[src/rtl/decode_issue.sv]
// Decode/issue stage: splits the instruction word, reads operands and flags, stalls on
// pending results, and holds one decoded instruction for the ALU. Option: DECODE_ISSUE_BYPASS_EN.
module decode_issue #(
  parameter int NREGS = 16
) (
  input  logic        clk,
  input  logic        reset,
  input  logic        in_valid,
  output logic        in_ready,
  input  logic [31:0] instr,
  input  logic        wb_en,
  input  logic [3:0]  wb_addr,
  input  logic [31:0] wb_data,
  input  logic        wb_flags_en,
  input  logic [3:0]  wb_flags,
  output logic        out_valid,
  input  logic        out_ready,
  output logic [3:0]  cond,
  output logic [3:0]  opcode,
  output logic        sbit,
  output logic [2:0]  srcontrol,
  output logic [15:0] imvalue,
  output logic [31:0] in1,
  output logic [31:0] in2,
  output logic [3:0]  inflags,
  output logic [3:0]  rd
);

  localparam int DATA_W = 32;

  typedef enum logic {EMPTY, FULL} state_t;

  state_t            state;
  logic              vld_p1;
  logic [DATA_W-1:0] regs [NREGS];
  logic [NREGS-1:0]  pending;
  logic [NREGS-1:0]  pend_next;
  logic              flags_pending;
  logic              fpend_next;
  logic [3:0]        flags;

  logic [3:0]        d_cond, d_op, d_rd, d_rn, d_rm;
  logic              d_sbit;
  logic              uses_rn, uses_rm, cond_fl, writes_rd, sets_fl;
  logic [DATA_W-1:0] rn_val, rm_val, op1, op2;
  logic [3:0]        flags_in;
  logic [15:0]       pend16, pend_eff;
  logic              fpend_eff;
  logic              hazard, accept;

  assign d_cond = instr[31:28];
  assign d_op   = instr[27:24];
  assign d_sbit = instr[23];
  assign d_rd   = instr[19:16];
  assign d_rn   = instr[15:12];
  assign d_rm   = instr[11:8];

  // Operand-usage classes: which opcodes read rn, rm, or write rd / flags.
  assign uses_rn   = (d_op <= 4'd5) || (d_op == 4'd7) || (d_op == 4'd8) ||
                     (d_op == 4'd9) || (d_op == 4'd10);
  assign uses_rm   = (d_op <= 4'd5) || (d_op == 4'd8) || (d_op == 4'd10);
  assign cond_fl   = (d_cond >= 4'd1) && (d_cond <= 4'd8);
  assign writes_rd = (d_op <= 4'd7) || (d_op == 4'd9);
  assign sets_fl   = d_sbit || (d_op == 4'd8);

  always_comb begin
    rn_val = '0;
    rm_val = '0;
    pend16 = '0;
    pend16[NREGS-1:0] = pending;
    for (int i = 0; i < NREGS; i++) begin
      if (4'(i) == d_rn) rn_val = regs[i];
      if (4'(i) == d_rm) rm_val = regs[i];
    end
  end

`ifdef DECODE_ISSUE_BYPASS_EN
  // A same-cycle writeback both releases the stall and supplies the operand.
  assign pend_eff  = pend16 & ~(wb_en ? (16'd1 << wb_addr) : 16'd0);
  assign fpend_eff = flags_pending && !wb_flags_en;
  assign op1       = (wb_en && (wb_addr == d_rn)) ? wb_data : rn_val;
  assign op2       = (wb_en && (wb_addr == d_rm)) ? wb_data : rm_val;
  assign flags_in  = wb_flags_en ? wb_flags : flags;
`else
  assign pend_eff  = pend16;
  assign fpend_eff = flags_pending;
  assign op1       = rn_val;
  assign op2       = rm_val;
  assign flags_in  = flags;
`endif

  assign hazard   = (pend_eff[d_rn] && uses_rn) || (pend_eff[d_rm] && uses_rm) ||
                    (fpend_eff && cond_fl);
  assign in_ready = !reset && ((state == EMPTY) || out_ready) && !hazard;
  assign accept   = in_valid && in_ready;

  // New reservations are applied after writeback clears so that set wins.
  always_comb begin
    pend_next = '0;
    for (int i = 0; i < NREGS; i++) begin
      pend_next[i] = (pending[i] && !(wb_en && (wb_addr == 4'(i)))) ||
                     (accept && writes_rd && (d_rd == 4'(i)));
    end
    fpend_next = (flags_pending && !wb_flags_en) || (accept && sets_fl);
  end

  always_ff @(posedge clk) begin
    if (reset) begin
      for (int i = 0; i < NREGS; i++) regs[i] <= '0;
      pending       <= '0;
      flags_pending <= 1'b0;
      flags         <= 4'd0;
    end else begin
      for (int i = 0; i < NREGS; i++) begin
        if (wb_en && (wb_addr == 4'(i))) regs[i] <= wb_data;
      end
      if (wb_flags_en) flags <= wb_flags;
      pending       <= pend_next;
      flags_pending <= fpend_next;
    end
  end

  // ---- issue register (stage p1) ----
  always_ff @(posedge clk) begin
    if (reset) begin
      state     <= EMPTY;
      vld_p1    <= 1'b0;
      cond      <= '0;
      opcode    <= '0;
      sbit      <= 1'b0;
      srcontrol <= '0;
      imvalue   <= '0;
      in1       <= '0;
      in2       <= '0;
      inflags   <= '0;
      rd        <= '0;
    end else begin
      case (state)
        EMPTY: begin
          if (accept) begin
            state  <= FULL;
            vld_p1 <= 1'b1;
          end
        end
        FULL: begin
          if (!accept && out_ready) begin
            state  <= EMPTY;
            vld_p1 <= 1'b0;
          end
        end
        default: begin
          state  <= EMPTY;
          vld_p1 <= 1'b0;
        end
      endcase
      if (accept) begin
        cond      <= d_cond;
        opcode    <= d_op;
        sbit      <= d_sbit;
        srcontrol <= instr[22:20];
        imvalue   <= instr[15:0];
        in1       <= op1;
        in2       <= op2;
        inflags   <= flags_in;
        rd        <= d_rd;
      end
    end
  end

  assign out_valid = vld_p1;

endmodule

[config.mk]
export PLATFORM = sky130hd
export DESIGN_NAME = decode_issue
export DESIGN_NICKNAME = d
export VERILOG_FILES = /design/src/rtl/decode_issue.sv
export SDC_FILE = /design/constraint.sdc
export NUM_CORES = 1
export LEC_CHECK = 0
export CAP_MARGIN = 20
export CORE_ASPECT_RATIO = 1.5
export CORE_MARGIN = 5
export CORE_UTILIZATION = 35
export DETAILED_ROUTE_END_ITERATION = 6
export PLACE_DENSITY = 0.58
export SYNTH_ARGS = -nofsm -noshare
export SYNTH_HDL_FRONTEND = slang
export SYNTH_SLANG_ARGS = --single-unit
[constraint.sdc]
create_clock -name clk -period 3.8 [get_ports clk]
set_clock_uncertainty 0.05 [all_clocks]
set_input_delay 0.38 -clock clk [delete_from_list [all_inputs] [get_ports clk]]
set_output_delay 0.38 -clock clk [all_outputs]
set_load 0.02 [all_outputs]
Word level (Yosys, flattened, before mapping)
Memories as Yosys holds them, arrays and structs flattened.
Index checks and enable logic that the tools add are counted.
W data, S select, Z words.
- bits in latches: 0
- ROM bits: 0
- memories kept: 1
- flip-flop bits (word level): 123
- input port bits: 78
- bits in writable memories: 512
- logic and storage cells: 324
- output and inout port bits: 102
- memory list (name ; depth ; bits a word ; read ports ; clocked after memory_dff ; write ports ; line ; RTL):
    regs ; 16 ; 32 ; 16 ; 0 ; 16 ; 35 ; logic [DATA_W-1:0] regs [NREGS];
- add/subtract/negate cells: 0
- shifts and indexed selects: 0
- multipliers: 0
- equality and inequality tests: 66
- bitwise gates (word level): 17
- muxes and demuxes: 108
- order comparisons: 6
- divide/modulo/power cells: 0
- reductions and logical operators: 112
- operators with widths (kind ; count):
    $mux W32 ; 48
    $eq A4 B4 Y1 const B ; 19
    $eq A4 B4 Y1 const A ; 16
    $logic_and A1 B1 Y1 ; 59
    $mux W1 ; 56
    $eq A4 B3 Y1 const B ; 9
    $eq A3 B4 Y1 const A ; 8
    $logic_or A1 B1 Y1 ; 28
    $logic_not A1 Y1 ; 20
    $eq A2 B4 Y1 const A ; 4
    $eq A4 B2 Y1 const B ; 4
    $logic_not A4 Y1 ; 4
    $or A1 B1 Y1 ; 16
    $lt A4 B5 Y1 const B ; 2
    $bmux W1 S4 ; 2
    $eq A1 B4 Y1 const A ; 2
    $eq A4 B1 Y1 const B ; 2
    $le A4 B3 Y1 const B ; 2
    $ge A4 B1 Y1 const B ; 1
    $le A4 B4 Y1 const B ; 1
    $pmux W1 S2 ; 2
    $ne A2 B1 Y1 const B ; 1
    $ne A2 B2 Y1 const B ; 1
    $reduce_and A2 Y1 ; 1
    $not A1 Y1 ; 1

Longest topological paths before layout
- depth after elaboration: 17
- depth in mapped cells: 12
- depth with buffers taken out: 7

Worst setup path after synthesis
OpenSTA, ideal clock, no wires.
- kind: in2reg
- start point: in instr[8]
- end point: reg in2[19]
- library setup time: 0.117 ns
- required time: 3.633 ns
- arrival: 2.266 ns
- path slack: 1.367 ns
- path buffers: 2
- stages on the path: 7
- cells stage by stage: buf_4 -> buf_1 -> mux4_2 -> o211ai_1 -> nand3_1 -> a211o_1 -> a32o_1
- cells in the longest elaborated chain, start to end: 17
- elaborated cells between the ends (all ways): 40
- those cells by class: eq/ne (15); mux (18); reduce/logical (7)
- ends and longest elaborated chain (item ; line ; RTL):
    start, declared ; 10 ; input logic [31:0] instr,
    $logic_not A4 Y1 ; 73 ; if (4'(i) == d_rm) rm_val = regs[i];
    $mux W32 (16 in series) ; 73 ;
    end signal, assigned ; 163 ; in2 <= op2;
    end, declared ; 24 ; output logic [31:0] in2,
Parallel ways exist; a longest one is shown, timed or not. The select of a mux whose other input is x is not followed.
A chain may end at the register's enable or synchronous reset.

Worst setup path after layout
- start point: reg pending[14], in the netlist pend16[14]
- end point: out in_ready
- cells in the longest elaborated chain, start to end: 7
- elaborated cells between the ends (all ways): 10
- those cells by class: mux (4); reduce/logical (6)
- ends and longest elaborated chain (item ; line ; RTL):
    start, declared ; 36 ; logic [NREGS-1:0] pending;
    start signal, assigned ; 118 ; pending <= pend_next;
    $bmux W1 S4 ; 92 ; assign hazard = (pend_eff[d_rn] && uses_rn) || (pend_eff[d_rm] && uses_rm) ||
    $mux W1 (not written as such) ; 92 ;
    $logic_and A1 B1 Y1 ; 92 ;
    $logic_or A1 B1 Y1 (*) (2 in series) ; 92 ;
    $logic_not A1 Y1 (*) ; 94 ; assign in_ready = !reset && ((state == EMPTY) || out_ready) && !hazard;
    $logic_and A1 B1 Y1 (*) ; 94 ;
    end, declared ; 9 ; output logic in_ready,
Mark *: on every way between the ends. The rest lies on a longest branch, timed or not. The select of a mux whose other input is x is not followed.

==> run metrics <==
top-level I/O count=180; Worst R2R End=in1[22]$_SDFFE_PP0P_; Die ar.=95900 um2; antenna violations before repair=4; endpoint of the most critical setup path=in_ready; sum of overflow across all layers after global routing=0; Seq/Total Area, Yosys=0.568; post-synthesis to final-layout area growth=17.6%; tightest slew margin relative to the limit=0.386; worst IR drop on VDD=0.338 mV; critical path depth=6; slew at the pin closest to its max-slew limit=0.920 ns; maximum fanout count along the critical path=3; H-tree level count=2; Port Buffer Count=179; Mapped Nets=3038; number of buffers on the longest clock path=3; share of layout cells above drive strength 1=0.137; data required time of the worst path=3.37 ns; combined buffer and inverter count along the critical path=1; Setup crit start kind=flip-flop; worst-case reg-to-reg path depth=9; total setup buffers inserted after CTS=0; final standard cell area without fillers=36900 um2; Tcrit/Tclk final=0.855; TNS Setup=0 ns; count of placed standard cells in the final layout, fillers left out=4308; final critical delay including setup and external delays=3.25 ns; number of detailed-route iterations in the first pass=7; number of maximum-capacitance constraint violations=0; upper clock frequency limit=308 MHz; Die Width=254 um; final setup violating endpoints=0; cell count after synthesis=2960; source of the worst register-to-register timing path=pend16[14]$_SDFF_PP0_; Worst Hold Slack=0.0934 ns; standard-cell row count=134; Mapped Avg Cell Area=10.6 um2; Global Route Usage Sum=0.259; Yosys warning count=0; Tightest Hold Check Type=in -> reg; Critical Path Source=pend16[14]$_SDFF_PP0_; proportion of synthesized flip-flops having asynchronous set or reset=0; placement-stage cell area=35000 um2; number of gates given a new drive strength after cts=0; clock latency at the later pin of the worst-skew pair=0.68 ns; largest stage delay on the critical path=0.61 ns; number of max-slew violations in the final report=0; Mapped Area=31400 um2; maximum number of pins on one net before global-route repair=73; clock tree from TritonCTS=yes; total wirelength of the detailed-routed design=129 mm; sequential standard cell area=17800 um2; status=complete, but fails checks; cell total after placement=4198; via count=26600; cell chain of the critical path=mux4_2, o22ai_1, nor3_1, nor3_2, and3_1, clkdlybuf4s50_1; clk sink count=635; number of antenna-violating nets in the routed design=0; post-cts hold buffer count=0; WL/cell=29.9 um; net count of the finished layout=3180; starting density of the core=0.353; dpl hpwl=89.2 mm; global placer's final weighted congestion=0.966; fin worst setup slack=0.550 ns; violated checks=DRC; filler instances=8483; pwr/cell area=459 nW/um2; type of the setup path with the least slack=reg -> out; Post-synth top flop=sky130_fd_sc_hd__edfxtp_1; placement-stage worst setup slack=0.625 ns; Final Hold Viols=0; cell leakage power=12.8 nW; post-detailed-route via-to-cell ratio=6.18; CP max stage cell=sky130_fd_sc_hd__clkdlybuf4s50_1; height of the die=377 um; number of global-route vias before repair=25400; placeable core area=89000 um2; Post-synth EDFFs=512; unrepaired setup endpoints after global routing=false; TritonCTS buffer count=58; DR DRC count=3; register-to-register path setup slack=1.20 ns; drt first-iter violations=3687; Multi-input gate area=12200 um2; clock transition at the registers of the reported paths=0.07 ns; CP Data Arrival Time=2.82 ns; clk root buf=sky130_fd_sc_hd__clkbuf_16; Distinct cells, synth=73; critical path's top delay family=buffers and inverters; type of element capturing the critical path=primary output; global-route wire length before repair=184 mm; register bit count reported by yosys=635
## worst register-to-register path, cell delays in order (launching register included)
cell	delay [ns]
sky130_fd_sc_hd__dfxtp_1	0.33
sky130_fd_sc_hd__mux4_2	0.47
sky130_fd_sc_hd__o22ai_1	0.18
sky130_fd_sc_hd__nor3_1	0.09
sky130_fd_sc_hd__nor3_2	0.25
sky130_fd_sc_hd__nand4_1	0.19
sky130_fd_sc_hd__buf_12	0.21
sky130_fd_sc_hd__buf_12	0.22
sky130_fd_sc_hd__nor4_1	0.38
sky130_fd_sc_hd__nor3_1	0.07
## cell usage in the layout (no fill, tap or decap), types with 18 or more instances in the layout
cell type                         instances
sky130_fd_sc_hd__a211oi_1                48
sky130_fd_sc_hd__a21oi_1                190
sky130_fd_sc_hd__a221oi_1                52
sky130_fd_sc_hd__a22oi_1                 25
sky130_fd_sc_hd__a31o_2                  31
sky130_fd_sc_hd__buf_4                  172
sky130_fd_sc_hd__clkbuf_16               59
sky130_fd_sc_hd__clkdlybuf4s50_1        170
sky130_fd_sc_hd__dfxtp_1                123
sky130_fd_sc_hd__edfxtp_1               512
sky130_fd_sc_hd__inv_1                   52
sky130_fd_sc_hd__mux2_2                  52
sky130_fd_sc_hd__mux2i_1                109
sky130_fd_sc_hd__mux4_2                  48
sky130_fd_sc_hd__nand2_1                240
sky130_fd_sc_hd__nand2b_1                18
sky130_fd_sc_hd__nand3_1                 52
sky130_fd_sc_hd__nor2_1                 505
sky130_fd_sc_hd__nor2b_1                 23
sky130_fd_sc_hd__nor3_1                  19
sky130_fd_sc_hd__o211ai_1                57
sky130_fd_sc_hd__o21ai_0                241
sky130_fd_sc_hd__o221ai_1                25
sky130_fd_sc_hd__o22ai_1                 74
## where the power goes
part	switching (mW)	total, mW	internal (mW)
clock network	2.78	6.11	3.33
logic	1.60	2.48	0.881
registers	0.311	8.33	8.02
## per-layer routing
| layer | global-route usage | vias to the layer above | wire length (um) |
|---|---|---|---|
| li1 | - | 11300 | - |
| met1 | 0.346 | 13100 | 49900 |
| met2 | 0.413 | 1776 | 59400 |
| met3 | 0.0454 | 373 | 12400 |
| met4 | 0.120 | 8 | 7320 |
| met5 | 0 | - | 46 |
## metrics by stage
stage	utilization	power [mW]
after floorplan	-	9.70
after global placement	0.393	10.9
after detailed placement	0.393	10.9
after CTS	0.414	16.9
after global routing	0.414	17.4
final	0.414	16.9
## how the worst min path moves through the flow
| stage | from | end | slack (ns) | depth (start not counted) |
|---|---|---|---|---|
| after floorplan | flags[0]$_SDFFE_PP0P_ | inflags[0]$_SDFFE_PP0P_ | 0.38 | 2 |
| after global placement | imvalue[4]$_SDFFE_PP0P_ | imvalue[4]$_SDFFE_PP0P_ | 0.39 | 2 |
| after detailed placement | imvalue[11]$_SDFFE_PP0P_ | imvalue[11]$_SDFFE_PP0P_ | 0.40 | 2 |
| after CTS | instr[9] | imvalue[9]$_SDFFE_PP0P_ | 0.05 | 3 |
| after global routing | instr[9] | imvalue[9]$_SDFFE_PP0P_ | 0.09 | 3 |
| final | instr[9] | imvalue[9]$_SDFFE_PP0P_ | 0.09 | 3 |
## state kept, by name, indices dropped and copies added (netlist names), 4 cells and up
register and cells:
regs 512, in1 32, in2 32, imvalue 16, pend16 16, cond 4, flags 4, inflags 4
opcode 4, rd 4
## cell usage after synthesis, types with 8 or more instances
cell	count	area (um2)
sky130_fd_sc_hd__a21oi_1	190	951
sky130_fd_sc_hd__mux4_2	48	1080
sky130_fd_sc_hd__a31o_2	31	272
sky130_fd_sc_hd__inv_1	52	195
sky130_fd_sc_hd__nand2_1	246	923
sky130_fd_sc_hd__buf_2	81	405
sky130_fd_sc_hd__dfxtp_1	123	2460
sky130_fd_sc_hd__o211ai_1	57	428
sky130_fd_sc_hd__a22oi_1	25	188
sky130_fd_sc_hd__edfxtp_1	512	15400
sky130_fd_sc_hd__nor2_1	507	1900
sky130_fd_sc_hd__or3_1	8	50.1
sky130_fd_sc_hd__nand2b_1	19	119
sky130_fd_sc_hd__a22o_1	9	78.8
sky130_fd_sc_hd__o21ai_0	241	1210
sky130_fd_sc_hd__buf_1	10	37.5
sky130_fd_sc_hd__a211oi_1	48	360
sky130_fd_sc_hd__o221ai_1	25	219
sky130_fd_sc_hd__mux2_2	52	586
sky130_fd_sc_hd__mux2i_1	109	1090
sky130_fd_sc_hd__nor3_1	19	95.1
sky130_fd_sc_hd__nand3_1	53	265
sky130_fd_sc_hd__clkbuf_1	181	679
sky130_fd_sc_hd__nor2b_1	24	150
sky130_fd_sc_hd__o31ai_1	8	60.1
sky130_fd_sc_hd__a221oi_1	52	455
sky130_fd_sc_hd__a2111oi_0	8	70.1
sky130_fd_sc_hd__o32ai_1	13	114
sky130_fd_sc_hd__o22ai_1	74	463
sky130_fd_sc_hd__a31oi_1	11	68.8
## layout make-up
type	instances	share of cell area
clock buffers	73	0.0425
repair buffers	360	0.0891
diodes	1	0.0000678
clock inverters	36	0.00929
well taps	1156	0.0392
flip-flops and latches	635	0.483
multi-input cells	1992	0.331
inverters	55	0.00566
## cell families after synthesis
| kind of cell | count (synthesis) | share of synthesized area |
|---|---|---|
| compound gates | 868 | 0.179 |
| xor+xnor | 1 | 0.000279 |
| buf+inv | 333 | 0.0439 |
| flops | 635 | 0.568 |
| mux | 209 | 0.0879 |
| simple gates | 914 | 0.121 |
Power figures use the tool's default switching activity.
